**src/rtl/id_pkg.sv**
```systemverilog
// rtl/id_pkg.sv - opcode, ALU class and control-bundle definitions for the decode stage
package id_pkg;

  localparam int OP_RTYPE = 0;
  localparam int OP_LW    = 1;
  localparam int OP_SW    = 2;
  localparam int OP_BEQ   = 3;
  localparam int OP_ADDI  = 4;

  localparam logic [1:0] ALU_ADD  = 2'b00;
  localparam logic [1:0] ALU_SUB  = 2'b01;
  localparam logic [1:0] ALU_FUNC = 2'b10;

  // Instruction width implied by the field widths; the top slices through a vector of this size.
  function automatic int instr_fields_w(int opc_w, int reg_addr_w, int imm_w);
    return opc_w + 2 * reg_addr_w + imm_w;
  endfunction

  typedef struct packed {
    logic       reg_dst;
    logic       alu_src;
    logic       mem_to_reg;
    logic       reg_write;
    logic       mem_read;
    logic       mem_write;
    logic       branch;
    logic [1:0] alu_op;
  } ctrl_t;

  function automatic ctrl_t decode_ctrl(int opcode);
    ctrl_t c;
    c = '0;
    case (opcode)
      OP_RTYPE: begin
        c.reg_dst   = 1'b1;
        c.reg_write = 1'b1;
        c.alu_op    = ALU_FUNC;
      end
      OP_LW: begin
        c.alu_src    = 1'b1;
        c.mem_to_reg = 1'b1;
        c.reg_write  = 1'b1;
        c.mem_read   = 1'b1;
        c.alu_op     = ALU_ADD;
      end
      OP_SW: begin
        c.alu_src   = 1'b1;
        c.mem_write = 1'b1;
        c.alu_op    = ALU_ADD;
      end
      OP_BEQ: begin
        c.branch = 1'b1;
        c.alu_op = ALU_SUB;
      end
      OP_ADDI: begin
        c.alu_src   = 1'b1;
        c.reg_write = 1'b1;
        c.alu_op    = ALU_ADD;
      end
      default: c = '0;
    endcase
    return c;
  endfunction

endpackage

```
**src/rtl/regfile_bypass.sv**
```systemverilog
// rtl/regfile_bypass.sv - register file, two bypassed read ports and one write port
module regfile_bypass #(
  parameter int DATA_W     = 16,
  parameter int REG_ADDR_W = 3
) (
  input  logic                  clk,
  input  logic                  rst_n,
  input  logic [REG_ADDR_W-1:0] rd_addr_a,
  output logic [DATA_W-1:0]     rd_data_a,
  input  logic [REG_ADDR_W-1:0] rd_addr_b,
  output logic [DATA_W-1:0]     rd_data_b,
  input  logic                  wr_en,
  input  logic [REG_ADDR_W-1:0] wr_addr,
  input  logic [DATA_W-1:0]     wr_data
);

  localparam int NUM_REGS = 2 ** REG_ADDR_W;

  logic [DATA_W-1:0] regs [NUM_REGS];

  always_ff @(posedge clk) begin
    if (!rst_n) begin
      for (int i = 0; i < NUM_REGS; i++) regs[i] <= '0;
    end else if (wr_en && wr_addr != '0) begin
      regs[wr_addr] <= wr_data;
    end
  end

  // Register 0 is hard zero, so the bypass only needs to match nonzero addresses.
  assign rd_data_a = (rd_addr_a == '0)                 ? '0 :
                     (wr_en && wr_addr == rd_addr_a)   ? wr_data :
                                                         regs[rd_addr_a];
  assign rd_data_b = (rd_addr_b == '0)                 ? '0 :
                     (wr_en && wr_addr == rd_addr_b)   ? wr_data :
                                                         regs[rd_addr_b];

endmodule

```
**src/rtl/id_stage_pipelined.sv**
```systemverilog
// rtl/id_stage_pipelined.sv - decode stage with ID/EX register, load-use stall and RF bypass
module id_stage_pipelined
  import id_pkg::*;
#(
  parameter int DATA_W     = 16,
  parameter int REG_ADDR_W = 3,
  parameter int OPC_W      = 3,
  parameter int IMM_W      = 7,
  parameter int INSTR_W    = 16
) (
  input  logic                  clk,
  input  logic                  rst_n,
  input  logic                  i_Valid,
  input  logic [INSTR_W-1:0]    i_Instruction,
  input  logic                  i_Flush,
  input  logic                  i_Sig_RegWrite,
  input  logic [REG_ADDR_W-1:0] i_Write_Register,
  input  logic [DATA_W-1:0]     i_Write_Data,
  output logic                  o_Stall,
  output logic                  o_Valid,
  output logic [DATA_W-1:0]     o_A,
  output logic [DATA_W-1:0]     o_B,
  output logic [DATA_W-1:0]     o_extended_Immediate,
  output logic [REG_ADDR_W-1:0] o_Rs,
  output logic [REG_ADDR_W-1:0] o_Rt,
  output logic [REG_ADDR_W-1:0] o_Rd,
  output logic                  o_Sig_RegDst,
  output logic                  o_Sig_ALUSrc,
  output logic                  o_Sig_MemtoReg,
  output logic                  o_Sig_RegWrite,
  output logic                  o_Sig_MemRead,
  output logic                  o_Sig_MemWrite,
  output logic                  o_Sig_Branch,
  output logic [1:0]            o_Sigs_ALUOp
);

  localparam int FIELDS_W = instr_fields_w(OPC_W, REG_ADDR_W, IMM_W);
  localparam int RT_LSB   = IMM_W;
  localparam int RS_LSB   = IMM_W + REG_ADDR_W;
  localparam int OPC_LSB  = IMM_W + 2 * REG_ADDR_W;

  logic [FIELDS_W-1:0]   instr;
  logic [OPC_W-1:0]      opcode;
  logic [REG_ADDR_W-1:0] rs;
  logic [REG_ADDR_W-1:0] rt;
  logic [IMM_W-1:0]      imm;
  logic [DATA_W-1:0]     imm_ext;
  logic [DATA_W-1:0]     rd_data_a;
  logic [DATA_W-1:0]     rd_data_b;
  ctrl_t                 ctrl_d;
  ctrl_t                 ctrl_q;
  logic                  bubble;

  assign instr   = i_Instruction;
  assign opcode  = instr[OPC_LSB +: OPC_W];
  assign rs      = instr[RS_LSB +: REG_ADDR_W];
  assign rt      = instr[RT_LSB +: REG_ADDR_W];
  assign imm     = instr[IMM_W-1:0];
  assign imm_ext = {{(DATA_W - IMM_W){imm[IMM_W-1]}}, imm};
  assign ctrl_d  = decode_ctrl(int'(opcode));

  regfile_bypass #(
    .DATA_W     (DATA_W),
    .REG_ADDR_W (REG_ADDR_W)
  ) u_regfile (
    .clk       (clk),
    .rst_n     (rst_n),
    .rd_addr_a (rs),
    .rd_data_a (rd_data_a),
    .rd_addr_b (rt),
    .rd_data_b (rd_data_b),
    .wr_en     (i_Sig_RegWrite),
    .wr_addr   (i_Write_Register),
    .wr_data   (i_Write_Data)
  );

  // A load in EX whose destination feeds this instruction must wait one cycle; a flush cancels it.
  assign o_Stall = i_Valid & ~i_Flush & o_Valid & o_Sig_MemRead &
                   ((o_Rt == rs) | (o_Rt == rt));
  assign bubble  = i_Flush | o_Stall | ~i_Valid;

  always_ff @(posedge clk) begin
    if (!rst_n || bubble) begin
      o_Valid              <= 1'b0;
      o_A                  <= '0;
      o_B                  <= '0;
      o_extended_Immediate <= '0;
      o_Rs                 <= '0;
      o_Rt                 <= '0;
      o_Rd                 <= '0;
      ctrl_q               <= '0;
    end else begin
      o_Valid              <= 1'b1;
      o_A                  <= rd_data_a;
      o_B                  <= rd_data_b;
      o_extended_Immediate <= imm_ext;
      o_Rs                 <= rs;
      o_Rt                 <= rt;
      o_Rd                 <= imm[IMM_W-1 -: REG_ADDR_W];
      ctrl_q               <= ctrl_d;
    end
  end

  assign o_Sig_RegDst   = ctrl_q.reg_dst;
  assign o_Sig_ALUSrc   = ctrl_q.alu_src;
  assign o_Sig_MemtoReg = ctrl_q.mem_to_reg;
  assign o_Sig_RegWrite = ctrl_q.reg_write;
  assign o_Sig_MemRead  = ctrl_q.mem_read;
  assign o_Sig_MemWrite = ctrl_q.mem_write;
  assign o_Sig_Branch   = ctrl_q.branch;
  assign o_Sigs_ALUOp   = ctrl_q.alu_op;

endmodule

```
**config.mk**
```make
export PLATFORM = sky130hd
export DESIGN_NAME = id_stage_pipelined
export DESIGN_NICKNAME = d
export VERILOG_FILES = /design/src/rtl/id_pkg.sv /design/src/rtl/regfile_bypass.sv /design/src/rtl/id_stage_pipelined.sv
export SDC_FILE = /design/constraint.sdc
export NUM_CORES = 1
export LEC_CHECK = 0
export CAP_MARGIN = 5
export CORE_ASPECT_RATIO = 1.25
export CORE_MARGIN = 2
export CORE_UTILIZATION = 26
export DETAILED_ROUTE_END_ITERATION = 8
export SYNTH_ARGS = -nofsm -noshare
export SYNTH_HDL_FRONTEND = slang
export SYNTH_SLANG_ARGS = --single-unit
```
**constraint.sdc**
```tcl
create_clock -name clk -period 3 [get_ports clk]
set_input_delay 0.6 -clock clk [delete_from_list [all_inputs] [get_ports clk]]
set_output_delay 0.6 -clock clk [all_outputs]
set_load 0.1 [all_outputs]
```
## After elaboration in Yosys (flattened, before gate mapping)

Memories as Yosys holds them, arrays and structs flattened. A register that Yosys moved wholly into a read port is not among the register bits.
Index checks and enable logic that the tools add are counted.

| word-level totals | value |
|---|---|
| register bits after elaboration | 25 |
| memory bits (writable) | 128 |
| bits of input ports | 40 |
| output and inout bits | 68 |
| logic and storage cells | 55 |
| memories kept | 1 |

| operators by class | value |
|---|---|
| equality and inequality tests | 6 |
| muxes and demuxes | 15 |
| bitwise gates (word level) | 9 |
| reduce and logical (&&, ||, !) cells | 12 |

Memories:

| name | words | bits a word | rd ports | clocked after memory_dff | write ports | RTL line | text |
|---|---|---|---|---|---|---|---|
| u_regfile.regs | 8 | 16 | 2 | 2 | 8 | regfile_bypass.sv:19 | `logic [DATA_W-1:0] regs [NUM_REGS];` |

Operators with widths:

| cell | count |
|---|---|
| 2-to-1 mux 16 bit | 1 |
| OR reduction 16 bit | 1 |
| 2-to-1 mux 1 bit | 12 |
| logical NOT 3 bit | 3 |
| == test 3 x 2 -> 1 bit (second input constant) | 2 |
| == test 3 bit | 2 |
| OR reduction 3 bit | 2 |
| AND 1 bit | 4 |
| one-hot mux 2 bit (2 select lines) | 1 |
| OR reduction 2 bit | 2 |
| == test 3 x 1 -> 1 bit (second input constant) | 1 |
| == test 3 bit (second input constant) | 1 |
| 2-to-1 mux 3 bit | 1 |
| bitwise OR 1 bit | 3 |
| nonzero test 3 bit | 1 |
| NOT 1 bit | 2 |
| logical AND 1 bit | 1 |
| logical NOT 1 bit | 1 |
| logical OR 1 bit | 1 |

## Longest topological paths before layout

| depth | value |
|---|---|
| depth after elaboration | 9 |
| depth in mapped cells | 7 |
| mapped depth without buffers | 4 |

## Modules after synthesis

Synthesis repeated with hierarchy kept, for this count alone.

| unflattened totals | value |
|---|---|
| cell total of the unflattened synthesis | 682 |
| area total of the unflattened synthesis | 8844.7 um^2 |

By module, submodules not included:

| module | times used | cells an instance | area each (um^2) |
|---|---|---|---|
| regfile_bypass | 1 | 539 | 7106.8 |
| id_stage_pipelined | 1 | 143 | 1737.9 |

## Worst setup path before layout

Ideal clock, no wire load.

| timing | value |
|---|---|
| kind | register to output |
| from | register o_Rt[0] |
| to | output o_Stall |
| arrival | 2.125 ns |
| data required time | 2.400 ns |
| slack | 0.275 ns |
| stages on the path, launching flop included | 5 |
| path buffers | 1 |
| path through | dfxtp_1 -> xnor2_1 -> nand3_1 -> a21oi_4 -> buf_2 |

| between the ends | value |
|---|---|
| longest elaborated chain between the ends | 3 |
| elaborated cells on any way between the ends | 4 |
| classes of those cells | eq/ne (2); bitwise (2) |

Ends and longest elaborated chain:

| item | RTL line | text |
|---|---|---|
| start: declaration | id_stage_pipelined.sv:25 | `output logic [REG_ADDR_W-1:0] o_Rt,` |
| start signal: assignment | id_stage_pipelined.sv:98 | `o_Rt <= rt;` |
| == test 3 bit | id_stage_pipelined.sv:79 | `((o_Rt == rs) \| (o_Rt == rt));` |
| bitwise OR 1 bit * | id_stage_pipelined.sv:79 |  |
| AND 1 bit * | id_stage_pipelined.sv:78 | `assign o_Stall = i_Valid & ~i_Flush & o_Valid & o_Sig_MemRead &` |
| end: declaration | id_stage_pipelined.sv:19 | `output logic o_Stall,` |

Every way passes the cells marked *; elsewhere a longest branch is shown, timed or not.

## Worst setup path after layout

| timing | value |
|---|---|
| from | input i_Instruction[9] |
| to | output o_Stall |

| between the ends | value |
|---|---|
| longest elaborated chain between the ends | 3 |

Ends and longest elaborated chain:

| item | RTL line | text |
|---|---|---|
| start: declaration | id_stage_pipelined.sv:14 | `input logic [INSTR_W-1:0] i_Instruction,` |
| == test 3 bit | id_stage_pipelined.sv:79 |  |
| bitwise OR 1 bit | id_stage_pipelined.sv:79 |  |
| AND 1 bit | id_stage_pipelined.sv:78 |  |

Every way passes these cells.

==> impl_results.md <==
- Top Ports: about 110
- PwrDens: 540 nW/um2
- CTS-repair resized insts: 0
- Synth top area share: 0.418
- Normalized max-slew margin: 0.535
- First-pass GRT wire length: 38000 um
- Synthesized area: 9200 um2
- Setup crit start: i_Instruction[9]
- Row count: 77
- Setup violators final: 0
- Crit path max fanout: 6
- TritonCTS clock tree: built
- Max H-tree Level: 4
- Die ar.: 36900 um2
- Share of total power in the clock network: 0.377
- DRC: 0
- Status: finished clean
- Main area contributors after synthesis: edfxtp_1, dfxtp_1, mux4_2
- Vias/cell: about 4.6
- Avg Cell Area, Syn: 14.5 um2
- Antenna Nets Post-Route: 0
- # Post-CTS Setup Buffers: 0
- Switch Pwr: roughly 1600 uW
- Leading area contributor after synthesis: edfxtp_1
- Final Max Tran Viols: 0
- Hold Crit Class: in2reg
- CTS Root Cell: clkbuf_16
- Hold path start: i_Instruction[8]
- Yosys reg bits: 181
- Kind of critical path: in2out
- N_diodes: 0
- Comb power frac: 0.146
- DP Area: 10600 um2
- Hold buffer count at cts: 0
- Via count: 5683
- Clk_lat worst skew: between 0.4 and 0.5 ns
- Max Cap Violations: 0
- Initial antenna violation count: 0
- Synth cell types: 41
- Clk slew on worst S/H paths: approximately 0.070 ns
- Worst-margin pin slew: 0.698 ns
- DR WL/cell: ~21 um
- Layout net count: 790
- Number of hold violations in the final report: 0
- Setup TNS: 0 ns
- PortBufs: about 110
- Vias in the first global route: 5868
- Largest net degree at the start of global routing: 54
- GPL Wtd Cong: approximately 0.78
- Cells after synthesis: 633
- Grt ovf: 0
- DP Wirelength: 17100 um
- Final Instance Area: 11200 um2
- Layout cells sized above 1: 0.316
- Sw frac: 0.270
- Setup WS post-layout: 0.319 ns
- Initial Util: 0.262
- Final min period: about 2.7 ns
- Reg-to-reg startpoint: u_regfile.regs[0][2]
- Final period util: 0.894
- Total core area: between 30000 and 40000 um2
- Iter 0 DRT Violations: 454
- Die Span X: 172 um
- Layout Skew: 0.0100 ns
- Critical Path Start Type: primary input
- Critical path endpoint category: output port
- DRT Pass-1 Iters: 5
- Achievable Freq: between 0.3 and 0.4 GHz
- Area Growth Syn to Fin: 21.5%
- RSZ-0062 raised after global routing: false
- All-Layer GR Usage: 0.144
- Max clock buf depth: 2
- Internal Power: about 4400 uW
- Peak VDD IR: 0.000354 V
- Total wire length: 25800 um
- Sequential power share: 0.477
- Leak: 0.00397 uW
- Yosys warning total: 0
- Clock Sinks: 181
- Critical path data required time: 2.40 ns
- CTS Buf Count: 17
- Die height: 214 um
- WP data arrival: between 2 and 2.5 ns
- Pre-CTS setup slack: 0.308 ns
- Sequential share of the synthesized area: 0.533
[cells in the mapped netlist, drive strengths merged]
cell,number
a2111oi,1
mux2i,14
nor2b,25
or2,2
nand3,3
nand4b,1
nor4,35
nand2b,9
o21bai,1
a21oi,1
mux4,57
nand2,4
dfxtp,53
nand3b,1
a211oi,32
o21ai,5
buf,46
clkbuf,19
nor2,36
and4,2
and2,112
nand4,2
edfxtp,128
inv,1
nor3b,13
o311a,1
nor3,8
or3,1
conb,1
o22ai,7
xnor2,12
[final cells by class]
class	count	area, um2
fillers	3410	24000
flip-flops and latches	181	4900
multi-input cells	401	3780
repair buffers	148	1300
well taps	474	593
clock buffers	21	504
clock inverters	11	98.8
inverters	1	3.75
[worst paths after layout]
kind / depth (start not counted) / slack (ns) / endpoint
worst min register to register: 3 / 0.89 / o_B[0]
worst min-delay path: 2 / 0.60 / o_Rt[1]
worst max-delay path: 5 / 0.32 / o_Stall
worst max register to register: 4 / 1.39 / o_A[2]
[critical path, cell delays in order]
cell and delay, ns:
clkdlybuf4s50_1 0.74, xnor2_1 0.17, nand3_1 0.14, a21oi_4 0.24, buf_12 0.20
[per-stage QoR]
step	utilization	hold slack (ns)	power [uW]	cells
after CTS	0.318	0.582	6100	1237
after global routing	0.318	0.600	6250	1237
after global placement	0.301	0.859	3820	1205
after floorplan	-	0.675	3550	648
final	0.318	0.599	6040	1237
after detailed placement	0.301	0.871	3820	1205
[state kept, by name, indices dropped and copies added, names as in the netlist]
signal                count
o_Rs                      3
o_Rt                      3
o_Sigs_ALUOp              2
u_regfile.regs          128
o_Sig_MemWrite            1
o_extended_Immediate      7
o_Valid                   1
o_Sig_RegWrite            1
o_Sig_RegDst              1
o_Sig_MemRead             1
o_Sig_ALUSrc              1
o_A                      16
o_B                      16
[layout by cell type, fill, tap and decap left out, types with 3 or more instances in the layout]
master,synthesis,layout
inv_4,0,3
o21ai_1,0,3
buf_4,20,100
nor4_1,15,15
nor2b_1,25,25
a211oi_1,10,10
nand2b_1,9,9
inv_8,0,4
nor2_1,36,36
buf_2,7,5
conb_1,1,16
buf_12,3,9
mux4_1,12,12
nor3b_1,13,13
edfxtp_1,128,128
mux2i_1,14,14
dfxtp_1,53,53
nor3_2,4,4
o22ai_1,7,7
nand2_1,4,4
a211oi_2,22,22
and2_1,112,112
clkbuf_16,0,20
nor3_1,4,4
xnor2_1,12,12
nand3_1,3,3
clkdlybuf4s50_1,0,34
mux4_2,45,45
nor4_2,20,20
[kinds of logic (layout without fill, tap and decap cells)]
family	count (synthesis)	in the layout	share of synthesized area
buf+inv	66	181	0.0623
simple gates	254	254	0.181
other cells	1	16	0.000408
xor+xnor	12	12	0.0114
mux	71	71	0.160
flops	181	181	0.533
compound gates	48	48	0.0518
[layer usage]
layer  wire [um]  global-route usage  vias to the layer above
met3        1400              0.0229                       35
met5           0                   0                        -
met1        9610               0.161                     2856
li1            -                   -                     2600
met4         798              0.0686                        0
met2       14000               0.262                      192
[power by group through the flow]
stage | registers, uW | clock network (uW) | logic (uW)
floorplan | 3060 | 0 | 494
global placement | 2930 | 0 | 887
detailed placement | 2930 | 0 | 888
CTS | 2880 | 2330 | 892
global route | 2890 | 2430 | 931
finish | 2880 | 2280 | 883
(Power assumes the default switching activity.)
